`config.mk`:
```
export PLATFORM = sky130hd
export DESIGN_NAME = icache_flat
export DESIGN_NICKNAME = d
export VERILOG_FILES = /design/src/rtl/icache_pkg.sv /design/src/rtl/icache_if.sv /design/src/rtl/icache_line_store.sv /design/src/rtl/icache.sv /design/src/flat_wrapper.sv
export SDC_FILE = /design/constraint.sdc
export NUM_CORES = 1
export LEC_CHECK = 0
export CAP_MARGIN = 40
export CORE_MARGIN = 3
export CORE_UTILIZATION = 55
export DETAILED_ROUTE_END_ITERATION = 8
export PLACE_DENSITY = 0.8
export SYNTH_ARGS = -nofsm -noshare
export SYNTH_HDL_FRONTEND = slang
export SYNTH_HIERARCHICAL = 1
export SYNTH_SLANG_ARGS = --single-unit
```
`constraint.sdc`:
```
create_clock -name clk -period 24.9 [get_ports clk]
set_clock_uncertainty 0.2 [all_clocks]
set_input_delay 3.735 -clock clk [delete_from_list [all_inputs] [get_ports clk]]
set_output_delay 3.735 -clock clk [all_outputs]
set_load 0.01 [all_outputs]
```
`src/rtl/icache_pkg.sv`:
```
// Shared definitions for the instruction cache: default geometry, derived
// field widths and the fill FSM state encoding.
package icache_pkg;

  localparam int LINES          = 8;
  localparam int WORDS_PER_LINE = 4;
  localparam int ADDR_W         = 16;

  localparam int INDEX_W = $clog2(LINES);
  localparam int OFF_W   = $clog2(WORDS_PER_LINE);
  localparam int TAG_W   = ADDR_W - INDEX_W - OFF_W;
  localparam int LINE_W  = 16 * WORDS_PER_LINE;

  typedef enum logic {
    IDLE,
    WAIT
  } state_t;

endpackage

```
`src/rtl/icache_if.sv`:
```
// Bundles the fetch-side and memory-side signals of the instruction cache.
//   slave  : the cache (takes addr/re/flush and memory replies, drives
//            instr/rdy, line requests and the hit/miss counters)
//   master : the environment (CPU fetch stage plus main memory)
interface icache_if #(
  parameter int ADDR_W = icache_pkg::ADDR_W,
  parameter int LINE_W = icache_pkg::LINE_W
);

  logic [ADDR_W-1:0] addr;
  logic              re;
  logic              flush;
  logic [15:0]       instr;
  logic              rdy;
  logic              mem_re;
  logic [ADDR_W-1:0] mem_addr;
  logic              mem_rdy;
  logic [LINE_W-1:0] mem_rd_data;
  logic [15:0]       hit_cnt;
  logic [15:0]       miss_cnt;

  modport slave (
    input  addr, re, flush, mem_rdy, mem_rd_data,
    output instr, rdy, mem_re, mem_addr, hit_cnt, miss_cnt
  );

  modport master (
    output addr, re, flush, mem_rdy, mem_rd_data,
    input  instr, rdy, mem_re, mem_addr, hit_cnt, miss_cnt
  );

endinterface

```
`src/rtl/icache_line_store.sv`:
```
// Tag, valid and data arrays of the direct-mapped cache.
//   rd_idx                  -> rd_valid / rd_tag / rd_data : asynchronous read
//   wr_en, wr_idx, wr_tag,
//   wr_data, wr_valid       : synchronous whole-line write
//   clear_all               : synchronous invalidate of every line (wins over a write)
// Only the valid bits are reset; tag and data contents are don't-care until valid.
module icache_line_store #(
  parameter int LINES   = 8,
  parameter int INDEX_W = 3,
  parameter int TAG_W   = 11,
  parameter int LINE_W  = 64
) (
  input  logic               clk,
  input  logic               rst_n,
  input  logic [INDEX_W-1:0] rd_idx,
  output logic               rd_valid,
  output logic [TAG_W-1:0]   rd_tag,
  output logic [LINE_W-1:0]  rd_data,
  input  logic               wr_en,
  input  logic [INDEX_W-1:0] wr_idx,
  input  logic [TAG_W-1:0]   wr_tag,
  input  logic [LINE_W-1:0]  wr_data,
  input  logic               wr_valid,
  input  logic               clear_all
);

  logic [LINES-1:0]  valid;
  logic [TAG_W-1:0]  tags [LINES];
  logic [LINE_W-1:0] data [LINES];

  assign rd_valid = valid[rd_idx];
  assign rd_tag   = tags[rd_idx];
  assign rd_data  = data[rd_idx];

  always_ff @(posedge clk or negedge rst_n) begin
    if (!rst_n) begin
      valid <= '0;
    end else if (clear_all) begin
      valid <= '0;
    end else if (wr_en) begin
      valid[wr_idx] <= wr_valid;
    end
  end

  always_ff @(posedge clk) begin
    if (wr_en) begin
      tags[wr_idx] <= wr_tag;
      data[wr_idx] <= wr_data;
    end
  end

endmodule

```
`src/rtl/icache.sv`:
```
// Direct-mapped read-only instruction cache between the fetch stage and a
// multi-cycle main memory. Hits return the instruction combinationally in
// the fetch cycle; a miss stalls fetch while one whole line is fetched.
// Ports:
//   clk, rst_n : clock (rising edge) and asynchronous active-low reset
//   bus.addr/re/flush -> bus.instr/rdy  : fetch side
//   bus.mem_re/mem_addr <- bus.mem_rdy/mem_rd_data : line fill side
//   bus.hit_cnt/miss_cnt : saturating 16-bit statistics
module icache #(
  parameter int LINES          = 8,
  parameter int WORDS_PER_LINE = 4,
  parameter int ADDR_W         = 16
) (
  input  logic     clk,
  input  logic     rst_n,
  icache_if.slave  bus
);

  import icache_pkg::*;

  localparam int INDEX_W = $clog2(LINES);
  localparam int OFF_W   = $clog2(WORDS_PER_LINE);
  localparam int TAG_W   = ADDR_W - INDEX_W - OFF_W;
  localparam int LINE_W  = 16 * WORDS_PER_LINE;

  function automatic logic [15:0] sat_inc(input logic [15:0] v);
    return (v == 16'hFFFF) ? v : v + 16'd1;
  endfunction

  logic [TAG_W-1:0]   tag;
  logic [INDEX_W-1:0] idx;
  logic [OFF_W-1:0]   off;

  state_t state, state_nx;
  logic   drop, drop_nx;

  // Line being filled; mem_addr is rebuilt from these so it is line-aligned by construction.
  logic [TAG_W-1:0]   fill_tag;
  logic [INDEX_W-1:0] fill_idx;

  logic [15:0] hit_cnt_q, miss_cnt_q;

  logic              rd_valid;
  logic [TAG_W-1:0]  rd_tag;
  logic [LINE_W-1:0] rd_data;
  logic              hit;

  logic        rdy_c;
  logic [15:0] instr_c;
  logic        count_hit, count_miss, start_miss, fill_done;

  assign {tag, idx, off} = bus.addr;

  icache_line_store #(
    .LINES   (LINES),
    .INDEX_W (INDEX_W),
    .TAG_W   (TAG_W),
    .LINE_W  (LINE_W)
  ) u_store (
    .clk       (clk),
    .rst_n     (rst_n),
    .rd_idx    (idx),
    .rd_valid  (rd_valid),
    .rd_tag    (rd_tag),
    .rd_data   (rd_data),
    .wr_en     (fill_done),
    .wr_idx    (fill_idx),
    .wr_tag    (fill_tag),
    .wr_data   (bus.mem_rd_data),
    .wr_valid  (!drop),
    .clear_all (bus.flush)
  );

  // Lookup always uses the pre-flush valids; the flush only takes effect at the edge.
  assign hit = rd_valid && (rd_tag == tag);

  always_comb begin
    state_nx   = state;
    drop_nx    = drop;
    rdy_c      = 1'b0;
    instr_c    = '0;
    count_hit  = 1'b0;
    count_miss = 1'b0;
    start_miss = 1'b0;
    fill_done  = 1'b0;
    case (state)
      IDLE: begin
        rdy_c = 1'b1;
        if (bus.re) begin
          if (hit) begin
            instr_c   = rd_data[off*16 +: 16];
            count_hit = 1'b1;
          end else begin
            rdy_c      = 1'b0;
            count_miss = 1'b1;
            start_miss = 1'b1;
            state_nx   = WAIT;
          end
        end
      end
      WAIT: begin
        if (bus.mem_rdy) begin
          // A flush on this same edge still invalidates: clear_all outranks the write.
          fill_done = 1'b1;
          drop_nx   = 1'b0;
          state_nx  = IDLE;
        end else if (bus.flush) begin
          drop_nx = 1'b1;
        end
      end
      default: state_nx = IDLE;
    endcase
  end

  always_ff @(posedge clk or negedge rst_n) begin
    if (!rst_n) begin
      state      <= IDLE;
      drop       <= 1'b0;
      fill_tag   <= '0;
      fill_idx   <= '0;
      hit_cnt_q  <= '0;
      miss_cnt_q <= '0;
    end else begin
      state <= state_nx;
      drop  <= drop_nx;
      if (start_miss) begin
        fill_tag <= tag;
        fill_idx <= idx;
      end
      if (count_hit)  hit_cnt_q  <= sat_inc(hit_cnt_q);
      if (count_miss) miss_cnt_q <= sat_inc(miss_cnt_q);
    end
  end

  assign bus.rdy      = rdy_c && rst_n;
  assign bus.instr    = instr_c;
  assign bus.mem_re   = (state == WAIT);
  assign bus.mem_addr = {fill_tag, fill_idx, {OFF_W{1'b0}}};
  assign bus.hit_cnt  = hit_cnt_q;
  assign bus.miss_cnt = miss_cnt_q;

endmodule

```
`src/flat_wrapper.sv`:
```
// flat-port wrapper written by rule: the top's interface ports become plain ports
module icache_flat import icache_pkg::*;
#(
  parameter int LINES          = 8,
  parameter int WORDS_PER_LINE = 4,
  parameter int ADDR_W         = 16
)
  (clk, rst_n, bus_addr, bus_re, bus_flush, bus_mem_rdy, bus_mem_rd_data, bus_instr, bus_rdy, bus_mem_re, bus_mem_addr, bus_hit_cnt, bus_miss_cnt);
  icache_if #(.ADDR_W(ADDR_W), .LINE_W(64)) bus_i ();
  input  logic clk;
  input  logic rst_n;
  input wire logic [$bits(bus_i.addr)-1:0] bus_addr;
  input wire logic [$bits(bus_i.re)-1:0] bus_re;
  input wire logic [$bits(bus_i.flush)-1:0] bus_flush;
  input wire logic [$bits(bus_i.mem_rdy)-1:0] bus_mem_rdy;
  input wire logic [$bits(bus_i.mem_rd_data)-1:0] bus_mem_rd_data;
  output wire logic [$bits(bus_i.instr)-1:0] bus_instr;
  output wire logic [$bits(bus_i.rdy)-1:0] bus_rdy;
  output wire logic [$bits(bus_i.mem_re)-1:0] bus_mem_re;
  output wire logic [$bits(bus_i.mem_addr)-1:0] bus_mem_addr;
  output wire logic [$bits(bus_i.hit_cnt)-1:0] bus_hit_cnt;
  output wire logic [$bits(bus_i.miss_cnt)-1:0] bus_miss_cnt;
  assign bus_i.addr = bus_addr;
  assign bus_i.re = bus_re;
  assign bus_i.flush = bus_flush;
  assign bus_i.mem_rdy = bus_mem_rdy;
  assign bus_i.mem_rd_data = bus_mem_rd_data;
  assign bus_instr = bus_i.instr;
  assign bus_rdy = bus_i.rdy;
  assign bus_mem_re = bus_i.mem_re;
  assign bus_mem_addr = bus_i.mem_addr;
  assign bus_hit_cnt = bus_i.hit_cnt;
  assign bus_miss_cnt = bus_i.miss_cnt;
  icache #(.LINES(LINES), .WORDS_PER_LINE(WORDS_PER_LINE), .ADDR_W(ADDR_W)) u_core (.clk(clk), .rst_n(rst_n), .bus(bus_i));
endmodule
```
==> impl_metrics.py <==
metrics = {
    "yosys": {
        "yosysTopAreaCell": "edfxtp_1",
        "synthTopCellsByArea": "edfxtp_1 70%, mux4_2 15%, dfrtp_1 5.4%",
        "ys_types": 44,
        "yosysSeqAreaShare": 0.749,
        "synthFlopType": "edfxtp_1",
        "postSynthAreaPerCell_um2": 22.2,
        "synth-edff-count": 600,
        "synth_top_area_frac": 0.695,
        "synth_warnings": 6,
        "syn_inst": 1165,
        "syn_area_um2": 25900,
        "ys_ff_latch": 656,
        "async_flop_share": 0.0854,
    },
    "min_path": {
        "hold_path.class": "flip-flop to flip-flop",
    },
    "finish": {
        "drive_gt1_frac": 0.285,
        "finalNonFillerCells": 2008,
        "nets": 1438,
        "area_growth_pct": 16.8,
        "n_fill_cell": 2805,
        "seqCellArea_um2": 19400,
        "multi_input_area_um2": 6170,
    },
    "global_routing": {
        "grt_antenna_before_repair": 10,
        "grt_pass1_vias": 13233,
        "grt_start_max_net_pins": 84,
        "grt-ovfl-total": 0,
        "grt_pass1_wl_um": 86300,
        "track_usage": 0.231,
    },
    "timing": {
        "period_needed_ns": 11.73,
        "max_freq_mhz": 85.2,
        "rsz0062_at_grt": "no",
        "max_slew_margin": 0.405,
        "maxSlewViolCount": 0,
        "fin_ws_ns": 13.17,
        "setup_viol": 0,
        "fin_crit_sh": 0.471,
        "hold_viol_final": 0,
        "tns_ns": 0,
        "worst_pin_slew_ns": 0.893,
    },
    "floorplan": {
        "dieArea_um2": 49800,
        "io_pins": 151,
        "core_area_um2": 46000,
        "initial_utilization": 0.564,
        "die_w_um": 223,
        "rows": 78,
        "die_y_um": 223,
    },
    "routing": {
        "routed_wl_um": 56600,
        "ant_nets": 0,
        "dr.pass1.iters": 5,
        "dr_total_vias": 12643,
        "drtIter0Drc": 1339,
        "avgViaCountPerCell": 6.30,
        "wire_per_inst_um": 28.2,
        "drc": 0,
    },
    "status": {
        "status": "finished clean",
    },
    "place": {
        "gp_congestion": 0.805,
        "dp_hpwl_um": 31300,
        "dp_slack_ns": 13.17,
        "dp_cells": 1883,
        "port_buffers": 148,
    },
    "setup_path": {
        "required_ns": 20.97,
        "worstSetupStartpointType": "input pin",
        "end_kind": "primary output",
        "worstPathArrival_ns": 7.80,
        "crit_path_max_fanout": 66,
        "crit_type": "input pin to primary output",
        "worst-r2r-setup-slack_ns": 21.64,
    },
    "clock_network": {
        "cts_tree": "done",
        "cts.htree.levels": 3,
        "cts.repair.resized": 0,
        "cts.clk_slew.worst_paths_ns": 0.06,
        "post-cts-setup-buffers": 0,
        "cts.sinks": 656,
        "clock-root-buffer": "clkbuf_16",
        "worstSkewPairLatency_ns": 0.59,
        "cts_hold_buf": 0,
        "cts_buffers": 66,
        "cts_buffer_depth": 3,
    },
    "power_and_ir_drop": {
        "total_power_mw": 2.43,
        "power_leakage_nw": 9.93,
        "p_per_area_nw_per_um2": 80.4,
        "max-vdd-ir-drop_v": 0.0000648,
    },
    "job": {
        "drv_cap": 0,
    },
}
## final cells by class
| class | instances | share of cell area |
|---|---|---|
| multi-input cells | 442 | 0.204 |
| well taps | 600 | 0.0248 |
| inverters | 10 | 0.00141 |
| flip-flops and latches | 656 | 0.641 |
| clock inverters | 38 | 0.00996 |
| diodes | 4 | 0.000331 |
| clock buffers | 83 | 0.0581 |
| repair buffers | 175 | 0.0602 |
## cell families after synthesis
logic type | share of synthesized area
other cells | 0.000145
fa+ha+maj | 0.000965
xor+xnor | 0.0122
flops | 0.749
mux | 0.191
compound gates | 0.00140
buf+inv | 0.0145
simple gates | 0.0306
## cells in the mapped netlist, types with 2 or more instances
cell type,count
and2_1,2
and4_1,2
buf_1,3
buf_2,21
buf_4,3
buf_6,11
clkbuf_1,20
dfrtp_1,56
edfxtp_1,600
ha_1,2
inv_1,10
mux2_1,3
mux2_2,92
mux2i_1,10
mux4_2,168
nand2_1,12
nand2b_1,2
nand3_1,12
nand4_1,11
nand4b_1,3
nor2_1,19
nor2b_1,17
nor3_1,16
nor4_1,10
nor4_4,4
nor4b_1,2
nor4bb_1,2
or3_1,2
xnor2_1,4
xor2_1,32
## cell usage in the layout (no fill, tap or decap), drive strengths merged, types with 2 or more instances in the layout
cell type and count:
dfrtp 56, nand2 12, conb 2, clkinv 36
nor2 20, nand4b 3, ha 2, nand3 12
inv 8, mux2 95, xor2 32, nor4b 3
or3 2, clkdlybuf4s50 144, mux4 168, nand2b 2
nor3 16, diode 4, nand4 11, xnor2 4
bufinv 3, clkbuf 83, mux2i 10, nor2b 17
buf 31, and2 2, nor4 15, and4 2
edfxtp 600, nor4bb 2
## final timing paths
kind / startpoint / to / cells after the start
worst max register to register: u_core/u_store/tags[7][10] / u_core/fill_tag[10] / 7
worst max-delay path: bus_addr[2] / bus_instr[7] / 11
worst min-delay path: u_core/bus.miss_cnt[8] / u_core/bus.miss_cnt[8] / 1
min in group asynchronous: rst_n / u_core/fill_tag[9] / 2
worst min register to register: u_core/bus.miss_cnt[8] / u_core/bus.miss_cnt[8] / 1
max in group asynchronous: rst_n / u_core/fill_tag[2] / 2
## state kept, by name (all words and copies together) (netlist names)
signal and count:
u_core/bus.mem_re 1, u_core/fill_tag 11, u_core/u_store/valid 8, u_core/u_store/tags 88, u_core/drop 1, u_core/bus.miss_cnt 16, u_core/u_store/data 512, u_core/fill_idx 3
u_core/bus.hit_cnt 16
## power breakdown
part | internal, mW | switching [mW] | total (mW)
registers | 1.26 | 0.0313 | 1.29
clock network | 0.536 | 0.406 | 0.942
logic | 0.0964 | 0.103 | 0.200
total | 1.89 | 0.540 | 2.43
## stage by stage
step                instance area, um^2  utilization  hold slack [ns]
finish                            30300        0.659            0.293
CTS                               30300        0.658            0.293
floorplan                         25900            -            0.262
global route                      30300        0.659            0.312
detailed placement                28200        0.614            0.282
global placement                  28000        0.609            0.275
## worst max-delay path: stages
cell	delay, ns
buf_8	0.51
buf_4	0.44
buf_16	0.32
mux4_2	0.54
mux2_2	0.28
xor2_1	0.16
nor4_1	0.29
nand4_1	0.22
buf_4	0.33
nor2b_1	0.21
clkdlybuf4s50_1	0.61
## layer usage
layer  vias up  GRT usage  share of wire
met4        10     0.0564          0.019
met3        95     0.0486          0.079
met5         -          0         0.0012
li1       5230          -              -
met2       595      0.380           0.51
met1      6713      0.325           0.39
Note: power is estimated with default switching activity, not from simulation.
==> RTL change: new RTL, same flow settings <==
`ADDR_W` is set to 16 in 3 places; all go to 17.
--- a/src/rtl/icache_pkg.sv
+++ b/src/rtl/icache_pkg.sv
@@ -4,7 +4,7 @@
 
   localparam int LINES          = 8;
   localparam int WORDS_PER_LINE = 4;
-  localparam int ADDR_W         = 16;
+  localparam int ADDR_W         = 17;
 
   localparam int INDEX_W = $clog2(LINES);
   localparam int OFF_W   = $clog2(WORDS_PER_LINE);
--- a/src/rtl/icache.sv
+++ b/src/rtl/icache.sv
@@ -9,7 +9,7 @@
 module icache #(
   parameter int LINES          = 8,
   parameter int WORDS_PER_LINE = 4,
-  parameter int ADDR_W         = 16
+  parameter int ADDR_W         = 17
 ) (
   input  logic     clk,
   input  logic     rst_n,
--- a/src/flat_wrapper.sv
+++ b/src/flat_wrapper.sv
@@ -3,7 +3,7 @@
 #(
   parameter int LINES          = 8,
   parameter int WORDS_PER_LINE = 4,
-  parameter int ADDR_W         = 16
+  parameter int ADDR_W         = 17
 )
   (clk, rst_n, bus_addr, bus_re, bus_flush, bus_mem_rdy, bus_mem_rd_data, bus_instr, bus_rdy, bus_mem_re, bus_mem_addr, bus_hit_cnt, bus_miss_cnt);
   icache_if #(.ADDR_W(ADDR_W), .LINE_W(64)) bus_i ();
Interface: changed (resized bus_addr and bus_mem_addr); port bits go from 151 to 153. No check against the original RTL was run, so the function may have changed too.
==> RTL change against the unedited design <==
First-iteration DRC count down 11%; setup slack improved by 0.33 ns; sequential share of layout area fell by 0.12 points; total power up 0.49%; synthesized cell count rose by 1.1%; count of clock-buffer cells in the layout shrank 2; wire length down 2.5%; worst hold slack improved by 0.0082 ns; area after synthesis increased by 2.6%; sequential cell count grew 9; final area is 1.6% higher.
==> RTL change: results (changes against the unedited design) <==
[synthesis]
synth_edf_count=608  ; +1.3%
synth_compound_area_share_pct=0.0799  ; -0.060 points
ys_async_sr_fraction_pct=8.57  ; +0.035 points
synth-adder-area-share_pct=0.0941  ; -0.0025 points
synthMuxAreaShare_pct=19.7  ; +0.57 points
synth-xor-area-share_pct=1.42  ; +0.20 points

[worst_setup_path]
crit_arrival_ns=7.46  ; -0.34 ns
critPathMaxStageDelay_ns=0.82  ; +0.21 ns
crit_path_top_delay_cell=nor4_4

[power]
p_clk_share_pct=38.2  ; -0.5 points
p_sw_share_pct=21.6  ; -0.61 points
p_leak_uw=0.0102  ; +2.8%

[cells_and_area]
reg_top3=u_core/u_store/data x512, u_core/u_store/tags x96
final_cells=2018  ; +0.50%

[global_route]
grt_pass1_wl_um=83600  ; -3.1%
grt_use_met2_pct=36.7  ; -1.3 points
grt_pass1_vias=13200  ; -0.46%
grt_max_degree=87  ; +3.6%
antenna_found_initial=12  ; +2
grtUsageTotal_pct=22.3  ; -0.85 points
grt_util_met3_pct=5.16  ; +0.31 points

[placement]
post-place-cells=1897  ; +0.74%
placed_area_mm2=0.0287  ; +1.8%
dp_slack_ns=13.44  ; +0.275 ns

[drt]
first_pass_iters=4  ; -1
met3_length_um=4100  ; -8.7%
met2_length_um=27800  ; -3.3%

[floorplanning]
core_area_mm2=0.0471  ; +2.6%

[outcome]
status=finished clean

==> RTL change: cell type report <==
class | count | area, µm² | area share, %
flip-flops and latches | 665 | 19700 | 64.0
clock buffers | 81 | 1770 | 5.76
diodes | 2 | 5.00 | 0.0163
inverters | 10 | 42.5 | 0.138
repair buffers | 169 | 1710 | 5.56
clock inverters | 38 | 259 | 0.842
multi-input cells | 446 | 6510 | 21.2
well taps | 607 | 759 | 2.47
==> RTL change: how the worst min path moves through the flow <==
stage,cells after the start,slack [ns],end
6_report,1,0.30,u_core/bus.miss_cnt[8]$_DFFE_PN0P_
5_1_grt,1,0.32,u_core/bus.miss_cnt[8]$_DFFE_PN0P_
4_1_cts,1,0.30,u_core/bus.miss_cnt[8]$_DFFE_PN0P_
3_5_place_dp,1,0.30,u_core/bus.miss_cnt[8]$_DFFE_PN0P_
3_3_place_gp,2,0.28,u_core/drop$_DFFE_PN0P_
2_1_floorplan,2,0.26,u_core/drop$_DFFE_PN0P_
